`src/rtl/comp_mac.sv`:
```
// -----------------------------------------------------------------------------
// comp_mac
//   Pipelined unsigned multiplier with a framed accumulator.
//
//   Stage 1 : captures operands and a valid bit when ena is high.
//   Stage 2 : registers the full-width product into o_param, pulses dv.
//   Stage 3 : accumulates stage-2 products into frames of P_ACC_LEN
//             products. It publishes each completed frame sum on o_param_2
//             with a one-cycle acc_dv pulse. The sum saturates when
//             P_SAT=1 and wraps when P_SAT=0.
//
//   Latency : ena in cycle c -> dv in c+2; last ena of a frame -> acc_dv c+3.
//
// Ports
//   clk        in   clock, rising edge
//   rst        in   asynchronous active-high reset
//   i_param    in   [P_SIZE-1:0]    operand A (unsigned)
//   i_param_2  in   [P_SIZE-1:0]    operand B (unsigned)
//   ena        in   operand-valid qualifier
//   clr        in   synchronous frame abort
//   o_param    out  [2*P_SIZE-1:0]  registered product
//   o_param_2  out  [2*P_SIZE-1:0]  registered frame sum
//   dv         out  product-valid pulse
//   acc_dv     out  frame-sum-valid pulse
//   sat        out  frame sum clamped (qualified by acc_dv, held afterwards)
// -----------------------------------------------------------------------------
module comp_mac #(
  parameter int P_SIZE    = 12,
  parameter int P_ACC_LEN = 8,
  parameter int P_SAT     = 1
) (
  input  logic                  clk,
  input  logic                  rst,
  input  logic [P_SIZE-1:0]     i_param,
  input  logic [P_SIZE-1:0]     i_param_2,
  input  logic                  ena,
  input  logic                  clr,
  output logic [2*P_SIZE-1:0]   o_param,
  output logic [2*P_SIZE-1:0]   o_param_2,
  output logic                  dv,
  output logic                  acc_dv,
  output logic                  sat
);

  localparam int OW = 2 * P_SIZE;
  localparam int CW = $clog2(P_ACC_LEN);
  localparam int AW = OW + CW;
  localparam bit SAT_EN = (P_SAT != 0);
  localparam logic [CW-1:0] CNT_LAST = CW'(P_ACC_LEN - 1);

  // stage 1
  logic [P_SIZE-1:0] s1_a;
  logic [P_SIZE-1:0] s1_b;
  logic              s1_vld;

  // stage 2 sideband: product belongs to the current frame
  logic              s2_inc;

  // stage 3
  logic [AW-1:0]     acc;
  logic [CW-1:0]     cnt;

  logic [OW-1:0]     prod;
  logic [AW-1:0]     acc_sum;
  logic              frame_last;
  logic              overflow;

  assign prod       = OW'(s1_a) * OW'(s1_b);
  // First product of a frame loads rather than adds, so the accumulator
  // needs no explicit clear between frames.
  assign acc_sum    = ((cnt == '0) ? '0 : acc) + AW'(o_param);
  assign frame_last = (cnt == CNT_LAST);
  assign overflow   = |acc_sum[AW-1:OW];

  always_ff @(posedge clk or posedge rst) begin
    if (rst) begin
      s1_a   <= '0;
      s1_b   <= '0;
      s1_vld <= 1'b0;
    end else begin
      s1_vld <= ena;
      if (ena) begin
        s1_a <= i_param;
        s1_b <= i_param_2;
      end
    end
  end

  always_ff @(posedge clk or posedge rst) begin
    if (rst) begin
      o_param <= '0;
      dv      <= 1'b0;
      s2_inc  <= 1'b0;
    end else begin
      dv <= s1_vld;
      // A product landing here on a clr edge still goes out on o_param,
      // but it is tagged so the restarted frame does not pick it up.
      s2_inc <= s1_vld & ~clr;
      if (s1_vld) begin
        o_param <= prod;
      end
    end
  end

  always_ff @(posedge clk or posedge rst) begin
    if (rst) begin
      acc       <= '0;
      cnt       <= '0;
      o_param_2 <= '0;
      acc_dv    <= 1'b0;
      sat       <= 1'b0;
    end else begin
      acc_dv <= 1'b0;
      if (clr) begin
        acc <= '0;
        cnt <= '0;
      end else if (dv && s2_inc) begin
        if (frame_last) begin
          cnt    <= '0;
          acc    <= '0;
          acc_dv <= 1'b1;
          if (SAT_EN && overflow) begin
            o_param_2 <= '1;
            sat       <= 1'b1;
          end else begin
            o_param_2 <= acc_sum[OW-1:0];
            sat       <= 1'b0;
          end
        end else begin
          cnt <= cnt + CW'(1);
          acc <= acc_sum;
        end
      end
    end
  end

endmodule

```
`config.mk`:
```
export PLATFORM = sky130hd
export DESIGN_NAME = comp_mac
export DESIGN_NICKNAME = d
export VERILOG_FILES = /design/src/rtl/comp_mac.sv
export SDC_FILE = /design/constraint.sdc
export NUM_CORES = 1
export LEC_CHECK = 0
export CAP_MARGIN = 20
export CORE_MARGIN = 2
export CORE_UTILIZATION = 61
export CTS_BUF_LIST = sky130_fd_sc_hd__clkbuf_8 sky130_fd_sc_hd__clkbuf_16
export CTS_CLUSTER_SIZE = 40
export DETAILED_ROUTE_END_ITERATION = 8
export PLACE_DENSITY_LB_ADDON = 0.25
export REMOVE_ABC_BUFFERS = 1
export SYNTH_ARGS = -nofsm -noshare
export SYNTH_HDL_FRONTEND = slang
export SYNTH_SLANG_ARGS = --single-unit
export TNS_END_PERCENT = 1
```
`constraint.sdc`:
```
create_clock -name clk -period 7.3 [get_ports clk]
set_input_delay 1.46 -clock clk [delete_from_list [all_inputs] [get_ports clk]]
set_output_delay 1.46 -clock clk [all_outputs]
set_load 0.02 [all_outputs]
```
==> results of run 1 <==
-- through the flow --
| step | std cells | instance area, um^2 | total power, mW |
|---|---|---|---|
| CTS | 1324 | 11440 | 5.227 |
| global route | 1325 | 11450 | 5.781 |
| finish | 1325 | 11450 | 5.197 |
| floorplan | 1004 | 9980 | 3.767 |
| global placement | 1308 | 11100 | 4.521 |
| detailed placement | 1308 | 11100 | 4.616 |
-- state kept, by name, summed over array words and instances, names as in the netlist --
name and cells:
acc 27, o_param 24, o_param_2 24, s1_a 12
s1_b 12, cnt 3, acc_dv 1, dv 1
s1_vld 1, s2_inc 1, sat 1
-- worst paths after layout --
path | slack [ps] | depth (start not counted) | end | start
setup / recovery | 1820 | 17 | o_param[23]$_DFFE_PP0P_ | s1_b[3]$_DFFE_PP0P_
hold / removal | 500 | 1 | acc[23]$_DFFE_PP0P_ | acc[23]$_DFFE_PP0P_
setup reg to reg | 1820 | 17 | o_param[23]$_DFFE_PP0P_ | s1_b[3]$_DFFE_PP0P_
hold reg to reg | 500 | 1 | acc[23]$_DFFE_PP0P_ | acc[23]$_DFFE_PP0P_
max in group asynchronous | 4630 | 3 | o_param[4]$_DFFE_PP0P_ | rst
min in group asynchronous | 1570 | 2 | o_param_2[13]$_DFFE_PP0P_ | rst
-- cell usage after synthesis, types with 2 or more instances --
library cell	count	share of area, %
a2111oi_0	3	0.26
a211o_1	3	0.26
a211oi_1	6	0.44
a21o_1	9	0.66
a21oi_1	27	1.3
a22o_1	24	2.1
a31oi_1	10	0.61
a41oi_1	2	0.17
and2_1	88	5.4
and3_1	2	0.12
buf_2	3	0.15
buf_8	2	0.29
clkbuf_1	41	1.5
dfrtp_1	107	26
fa_1	101	20
ha_1	89	11
inv_1	164	6.0
mux2_2	39	4.3
mux2i_1	2	0.20
nand2_1	110	4.0
nand2b_1	6	0.37
nand3_1	11	0.54
nand3b_1	2	0.15
nand4_1	5	0.31
nor2_1	27	0.99
nor2b_1	4	0.25
nor3_1	9	0.44
o211a_1	2	0.20
o21a_1	10	0.74
o21ai_0	31	1.5
o21bai_1	7	0.52
o22a_1	19	1.6
o22a_2	5	0.49
o22ai_2	2	0.25
o311ai_0	4	0.34
o31ai_1	6	0.44
or2_2	2	0.12
or3_1	9	0.55
xnor2_1	20	1.7
xor2_1	12	1.0
-- power by group --
part | total (mW) | internal (mW) | leakage, nW | switching (mW)
sequential | 0.838 | 0.704 | 1.38 | 0.134
clock | 0.565 | 0.310 | 0.166 | 0.254
combinational | 3.79 | 1.73 | 4.09 | 2.06
-- cell families after synthesis --
kind of cell,Yosys count
DFF,107
adders and majority gates,190
xor gates and xnor gates,32
AOI/OAI and AO/OA,189
and+or+nand+nor,281
buffers and inverters,213
muxes,41
-- per-layer routing --
metal,up-vias,GRT usage (%),part of all wire (%)
met4,0,7.683,2.1
met1,3800,34.71,43
met2,215,45.07,50
met5,-,0,0
li1,3564,-,-
met3,37,3.463,4.4
-- area by class of cell --
cell class	count	area [um^2]	area share [%]
multi-input cells	733	6700	58.51
inverters	164	618.1	5.398
clock inverters	7	113.9	0.9943
repair buffers	85	840.8	7.343
well taps	220	275.3	2.404
flip-flops and latches	107	2678	23.38
clock buffers	9	225.2	1.967
==> run metrics, run 1 <==
total number of vias=7616; synthesized area=0.01020 mm^2; first-pass GRT wire length=37400 um; CTS tree=yes; GRT Util Overall=26.11%; sequential-to-total area share from yosys stat=26.24%; Post-synth ARST share=100.0%; average size of a mapped cell=9.689 um^2; # fillers=1263; Clock Tree Root=clkbuf_16; Syn Inst Count=1053; most frequent cells in the layout=inv_1, nand2_1, dfrtp_1; share of post-route cells with drive strength above 1=7.421%; Seq cells post-synth=107; critical path cell sequence=nand2_1 -> fa_1 -> fa_1 -> fa_1 -> inv_1 -> fa_1 -> inv_1 -> fa_1 -> inv_1 -> ha_1 -> a211o_1 -> a21oi_1 -> o211ai_1 -> a2111oi_0 -> o31ai_1 -> xor2_1 -> o21ai_0; Period minus WS final=5480 ps; EDFF count, synth=0; postcts setup bufs=0; post-cts hold buffer count=0; Least-Margin Pin Slew=733.9 ps; dpl ws=1864 ps; Cell Pwr Density=453.8 mW/mm^2; Area Growth Syn to Fin=12.24%; Via density=5.748; total I/O pin count=79; Clock Tree Buf Depth=2; post-synthesis xor/xnor area fraction=2.747%; Largest delay share family, worst path=adder cells; Unique masters post-synth=68; outcome=finished clean; final WL=21490 um; peak supply drop=0.4685 mV; top_reg_cell synth=dfrtp_1; Leak=5.640 nW; Post-Synth Simple-Gate Area=13.88%; Core Util, Final=69.54%; Syn. warnings=0; Die Span Y=133.3 um; initial antenna violation count=0; Pre-antenna DRT Iters=6; CP Class=register to register; largest net degree at the start of global routing=60; count of input and output buffers=78; maximum fanout along the worst path=13; worst hold path class=register to register; Starting DRT DRC Count=542; element type at the critical path start=register; post-cts resize count=0; mux contribution to synthesized area=4.501%; worst path required time=7590 ps; worst path buffer plus inverter count=3; WL/cell=16.22 um; most numerous cell on the critical path=fa_1; Compound-Gate Fraction of Synth Area=13.67%; clk_skew=10.88 ps; Largest stage delay, worst path=590 ps; GPL Wtd Cong=0.8933; dpl hpwl=16040 um; insertion delay to the later sink of the worst-skew pair=370 ps; Fin. Hold Viols=0; post-route DRC violation count=0; RSZ-0062 raised after global routing=false; clock-pin slew on the worst setup and hold paths=80 ps; final setup margin=1820 ps; cell row count=47; Slew Limit Fails=0; die footprint=0.01778 mm^2; arrival time worst endpoint=5770 ps; Setup-failing EPs final=0; Final #Nets=1318; normalized max-slew margin=51.07%; GRT Residual Overflow=0; # clock sinks=107; core area=0.01647 mm^2; Synth Area in Adders=30.73%; most common cell after layout, fill and taps aside=inv_1; diode count=0; largest family of logic cells by synthesized area=adder cells; setup tns final=0 ps; max_cap viols=0; H-Tree Depth=3; Initial Utilization=61.96%; Final period util=75.07%; Routed Antenna Nets=0; vias in the first global route=7784; cts bufs inserted=9; slowest CP cell=dfrtp_1; Worst Hold Margin=500.7 ps; Die W=133.3 um; f_max=182.5 MHz; CP endpoint kind=register
Power figures use the tool's default switching activity.
==> run 2: changes to the inputs <==
==> constraint.sdc (replaced) <==
create_clock -name clk -period 5.1 [get_ports clk]
set_input_delay 1.02 -clock clk [delete_from_list [all_inputs] [get_ports clk]]
set_output_delay 1.02 -clock clk [all_outputs]
set_load 0.02 [all_outputs]
==> run 2 against run 1 <==
  * Final cell count is 5.0% higher
  * Worst setup slack lost 1800 ps
  * Highest routed layer unchanged
  * Critical path type unchanged
  * Critical path depth rose by 3
  * The flow now finishes with violations (negative setup slack)
  * Largest cell class unchanged
  * Clock-buffer cell count is the same
==> run metrics, run 2 (same netlist as run 1, synthesis figures left out) <==
first-pass GRT wire length=39270 um; Die Span Y=133.3 um; Pre-antenna DRT Iters=5; count of input and output buffers=78; element type at the critical path start=register; maximum fanout along the worst path=8; GRT Residual Overflow=0; diode count=0; max FFs per register=27; Fin. Hold Viols=0; Slew Limit Fails=0; insertion delay to the later sink of the worst-skew pair=370 ps; DP Cell Count=1357; critical path cell sequence=buf_4 -> and2_1 -> fa_1 -> fa_1 -> inv_1 -> fa_1 -> fa_1 -> fa_1 -> inv_1 -> ha_4 -> nand2_1 -> nor2_2 -> a21oi_2 -> o211ai_1 -> buf_4 -> buf_6 -> a31oi_4 -> o21bai_1 -> xor2_1 -> mux2_2; initial antenna violation count=0; dpl ws=-159.0 ps; max_cap viols=0; worst path buffer plus inverter count=5; most numerous cell on the critical path=fa_1; die footprint=0.01778 mm^2; Largest stage delay, worst path=560 ps; H-Tree Depth=3; Die W=133.3 um; most common cell after layout, fill and taps aside=inv_1; post-route DRC violation count=0; Post-Layout Cell Count=1391; slowest CP cell=fa_1; vias in the first global route=8257; most frequent cells in the layout=inv_1, nand2_1, dfrtp_1; largest net degree at the start of global routing=49; register area=0.002694 mm^2; CTS tree=yes; Top reg by flops=acc; CP endpoint kind=register; DP Area=0.01146 mm^2; cts bufs inserted=9; dpl hpwl=17150 um; final WL=23330 um; share of post-route cells with drive strength above 1=16.74%; post-route cell area=0.01216 mm^2; total I/O pin count=79; Least-Margin Pin Slew=842.9 ps; clk_skew=16.40 ps; Period minus WS final=5111 ps; Area Growth Syn to Fin=19.14%; Via density=5.767; Routed Antenna Nets=0; RSZ-0062 raised after global routing=true; # clock sinks=107; GRT Util Overall=27.25%; outcome=finished, violations left; Largest delay share family, worst path=adder cells; top flop regs=acc x27, o_param x24, o_param_2 x24; Final #Nets=1384; final setup margin=-10.95 ps; GPL Wtd Cong=0.9238; area of the multi-input gates=0.006927 mm^2; f_max=195.7 MHz; cell row count=47; Setup-failing EPs final=1; clock-pin slew on the worst setup and hold paths=80 ps; Final period util=100.2%; core area=0.01647 mm^2; worst path required time=5360 ps; violated checks=negative setup slack; Clock Tree Buf Depth=2; WL/cell=16.77 um; Clock Tree Root=clkbuf_16; total number of vias=8022; # fillers=1151; Initial Utilization=61.96%; CP Class=register to register; Starting DRT DRC Count=478; arrival time worst endpoint=5370 ps; worst hold path class=register to register; normalized max-slew margin=43.56%
run 2: changes by cell type in the layout (fill, tap and decap cells not counted), moves of 3 or more:
cell	change
a21oi_1	-3
ha_4	+5
fa_2	+8
buf_4	+63
ha_1	-7
dfrtp_2	+13
fa_1	-8
dfrtp_1	-13
run 2: per-stage QoR:
| stage | utilization, % | hold WS (ps) | TNS (ps) |
|---|---|---|---|
| 2_1_floorplan | - | 464.6 | 0 |
| 3_3_place_gp | 69.63 | 475.2 | -258.2 |
| 3_5_place_dp | 69.63 | 480.4 | -500.2 |
| 4_1_cts | 71.82 | 498.7 | -71.10 |
| 5_1_grt | 73.82 | 507.2 | -973.3 |
| 6_report | 73.82 | 494.8 | -10.95 |
run 2: area by class of cell:
type	count	share of cell area, %
Multi-Input combinational cell	733	56.98
Sequential cell	107	22.16
Timing Repair Buffer	151	11.10
Inverter	164	5.085
Tap cell	220	2.265
Clock buffer	9	1.853
Clock inverter	7	0.5558
run 2: worst paths after layout:
path                                          start                 endpoint  slack (ps)  cells after the start
worst max-delay path            s1_b[3]$_DFFE_PP0P_  o_param[19]$_DFFE_PP0P_         -10                     20
worst min-delay path                sat$_DFFE_PP0P_          sat$_DFFE_PP0P_         490                      1
worst max register to register  s1_b[3]$_DFFE_PP0P_  o_param[19]$_DFFE_PP0P_         -10                     20
worst min register to register      sat$_DFFE_PP0P_          sat$_DFFE_PP0P_         490                      1
max in group asynchronous                       rst      s1_a[2]$_DFFE_PP0P_        3200                      3
min in group asynchronous                       rst      acc[16]$_DFFE_PP0P_         960                      2
run 2: timing repair:
item                                    CTS  global route
endpoints found under the setup margin    6             9
resized for setup                        18            46
buffers inserted                          2            16
pin swaps                                 1            24
hold buffers                              0             0
hold endpoints to repair                  0             0
run 2: routing by layer:
layer,share of wire [%],wire (um),vias to the layer above,global-route usage (%)
li1,-,-,3714,-
met1,43,10000,4045,36.00
met2,50,11590,216,46.56
met3,4.9,1146,47,4.376
met4,2.5,592,0,8.215
met5,0,0,-,0
Power of run 2 is left out: the tool's default activity adds up to more than one toggle a clock period on the data nets, which glitch-free logic cannot reach.
==> run 3: changes to the inputs <==
--- a/config.mk
+++ b/config.mk
@@ -7,10 +7,11 @@
 export LEC_CHECK = 0
 export CAP_MARGIN = 20
 export CORE_MARGIN = 2
-export CORE_UTILIZATION = 61
+export CORE_UTILIZATION = 63
 export CTS_BUF_LIST = sky130_fd_sc_hd__clkbuf_8 sky130_fd_sc_hd__clkbuf_16
 export CTS_CLUSTER_SIZE = 40
 export DETAILED_ROUTE_END_ITERATION = 8
+export DONT_BUFFER_PORTS = 1
 export PLACE_DENSITY_LB_ADDON = 0.25
 export REMOVE_ABC_BUFFERS = 1
 export SYNTH_ARGS = -nofsm -noshare
==> run 3 against run 2 <==
  * The flow still finishes with violations (negative setup slack)
  * Critical path depth is 1 lower
  * Die area is 3.1% lower
  * Clock-buffer cell count stayed put
  * Sequential share of layout area is 1.5 points higher
  * Worst setup slack worse by 64 ps
  * Core utilization is 2.0 points lower
  * Register-to-register slack worse by 60 ps
  * Routed wire length is 2.8% lower
  * Largest cell class unchanged
==> run metrics, run 3 (same netlist as run 1, synthesis figures left out) <==
most numerous cell on the critical path=fa_1; total I/O pin count=79; die footprint=0.01723 mm^2; CP endpoint kind=register; Setup-failing EPs final=3; largest net degree at the start of global routing=74; CTS tree=yes; clk_skew=10.32 ps; Starting DRT DRC Count=410; Final period util=101.5%; GRT Util Overall=27.62%; Final #Nets=1308; reg-to-reg slack, setup=-80 ps; share of post-route cells with drive strength above 1=17.26%; Via density=5.801; final WL=22670 um; max_cap viols=0; post-route DRC violation count=0; initial antenna violation count=0; cell row count=46; Routed Antenna Nets=0; CP Class=register to register; max FFs per register=27; Worst Hold Margin=502.7 ps; count of input and output buffers=0; # clock sinks=107; total number of vias=7605; Least-Margin Pin Slew=894.2 ps; core area=0.01583 mm^2; Pre-antenna DRT Iters=7; Fin. Hold Viols=0; post-cts hold buffer count=0; Slew Limit Fails=0; diode count=0; outcome=finished, violations left; cts bufs inserted=9; worst hold path class=register to register; first-pass GRT wire length=38850 um; clock-pin slew on the worst setup and hold paths=80 ps; f_max=193.2 MHz; GRT Residual Overflow=0; final setup margin=-75.39 ps; normalized max-slew margin=40.39%; Die W=131.3 um; vias in the first global route=8094; RSZ-0062 raised after global routing=true; slowest CP cell=fa_1; violated checks=negative setup slack; maximum fanout along the worst path=8; arrival time worst endpoint=5420 ps; DP Area=0.01072 mm^2; post-route cell area=0.01137 mm^2; most common cell after layout, fill and taps aside=inv_1; Top reg by flops=acc; WL/cell=17.29 um; Clock Tree Root=clkbuf_16; worst path required time=5350 ps; Period minus WS final=5175 ps; Die Span Y=131.3 um; element type at the critical path start=register; critical path cell sequence=nand2_2 -> fa_1 -> fa_1 -> fa_1 -> inv_1 -> fa_1 -> inv_2 -> fa_1 -> inv_2 -> ha_4 -> o21a_1 -> o211a_1 -> nand3_2 -> o211ai_1 -> buf_4 -> a31oi_1 -> o21bai_1 -> xnor2_1 -> mux2_2; Area Growth Syn to Fin=11.41%; H-Tree Depth=3; Initial Utilization=64.46%; # fillers=1199; GPL Wtd Cong=0.9168; insertion delay to the later sink of the worst-skew pair=360 ps; top flop regs=acc x27, o_param x24, o_param_2 x24; Clock Tree Buf Depth=2; most frequent cells in the layout=inv_1, nand2_1, fa_1, dfrtp_1, and2_1; dpl hpwl=16870 um; Largest stage delay, worst path=520 ps
[run 3: cell types whose count changed in the layout (fill, tap and decap cells not counted), sizes merged]
| cell | delta |
|---|---|
| bufinv | +2 |
| clkinv | -1 |
| clkbuf | -1 |
| inv | -1 |
| buf | +3 |
| clkdlybuf4s50 | -78 |
[run 3: area by class of cell]
cell class / instances / area, um^2 / area share [%]
multi-input cells: 733 / 6863 / 60.38
flip-flops and latches: 107 / 2690 / 23.67
inverters: 164 / 618.1 / 5.438
repair buffers: 75 / 583.1 / 5.130
well taps: 216 / 270.3 / 2.378
clock buffers: 9 / 225.2 / 1.982
clock inverters: 7 / 116.4 / 1.024
[run 3: per-layer routing]
metal	vias to the layer above	track usage (%)	part of all wire [%]
met5	-	0	0
met4	0	7.911	2.3
met3	39	4.514	4.8
met2	179	47.66	50
met1	3835	36.22	43
li1	3552	-	-
[run 3: worst paths after layout]
| kind | cells after the start | end | start |
|---|---|---|---|
| setup / recovery | 19 | o_param[21]$_DFFE_PP0P_ | s1_a[6]$_DFFE_PP0P_ |
| hold / removal | 1 | acc[22]$_DFFE_PP0P_ | acc[22]$_DFFE_PP0P_ |
| setup reg to reg | 19 | o_param[21]$_DFFE_PP0P_ | s1_a[6]$_DFFE_PP0P_ |
| hold reg to reg | 1 | acc[22]$_DFFE_PP0P_ | acc[22]$_DFFE_PP0P_ |
| max in group asynchronous | 2 | s1_b[5]$_DFFE_PP0P_ | rst |
| min in group asynchronous | 1 | o_param_2[13]$_DFFE_PP0P_ | rst |
[run 3: through the flow]
stage | util (%) | instances | TNS [ps] | worst slack (ps)
after floorplan | - | 1004 | 0 | 73.18
after global placement | 67.71 | 1280 | -135.1 | -100.2
after detailed placement | 67.71 | 1280 | -512.2 | -222.1
after CTS | 70.60 | 1301 | 0 | 5.310
after global routing | 71.81 | 1311 | -1525 | -291.7
final | 71.81 | 1311 | -187.0 | -75.39
[run 3: worst max-delay path, delay by kind of cell (launching register included)]
kind / cells / cell delay [ps]
DFF: 1 / 460
muxes: 1 / 260
xor gates and xnor gates: 1 / 90
and+or+nand+nor: 2 / 200
AOI/OAI and AO/OA: 5 / 930
adders and majority gates: 6 / 2800
buffers and inverters: 4 / 340
[run 3: what timing repair did]
action,CTS,global route
endpoints found under the setup margin,5,8
buffers inserted,5,10
gates resized for setup,21,32
pin swaps,7,23
cloned,0,0
Power of run 3 is left out for the same reason.
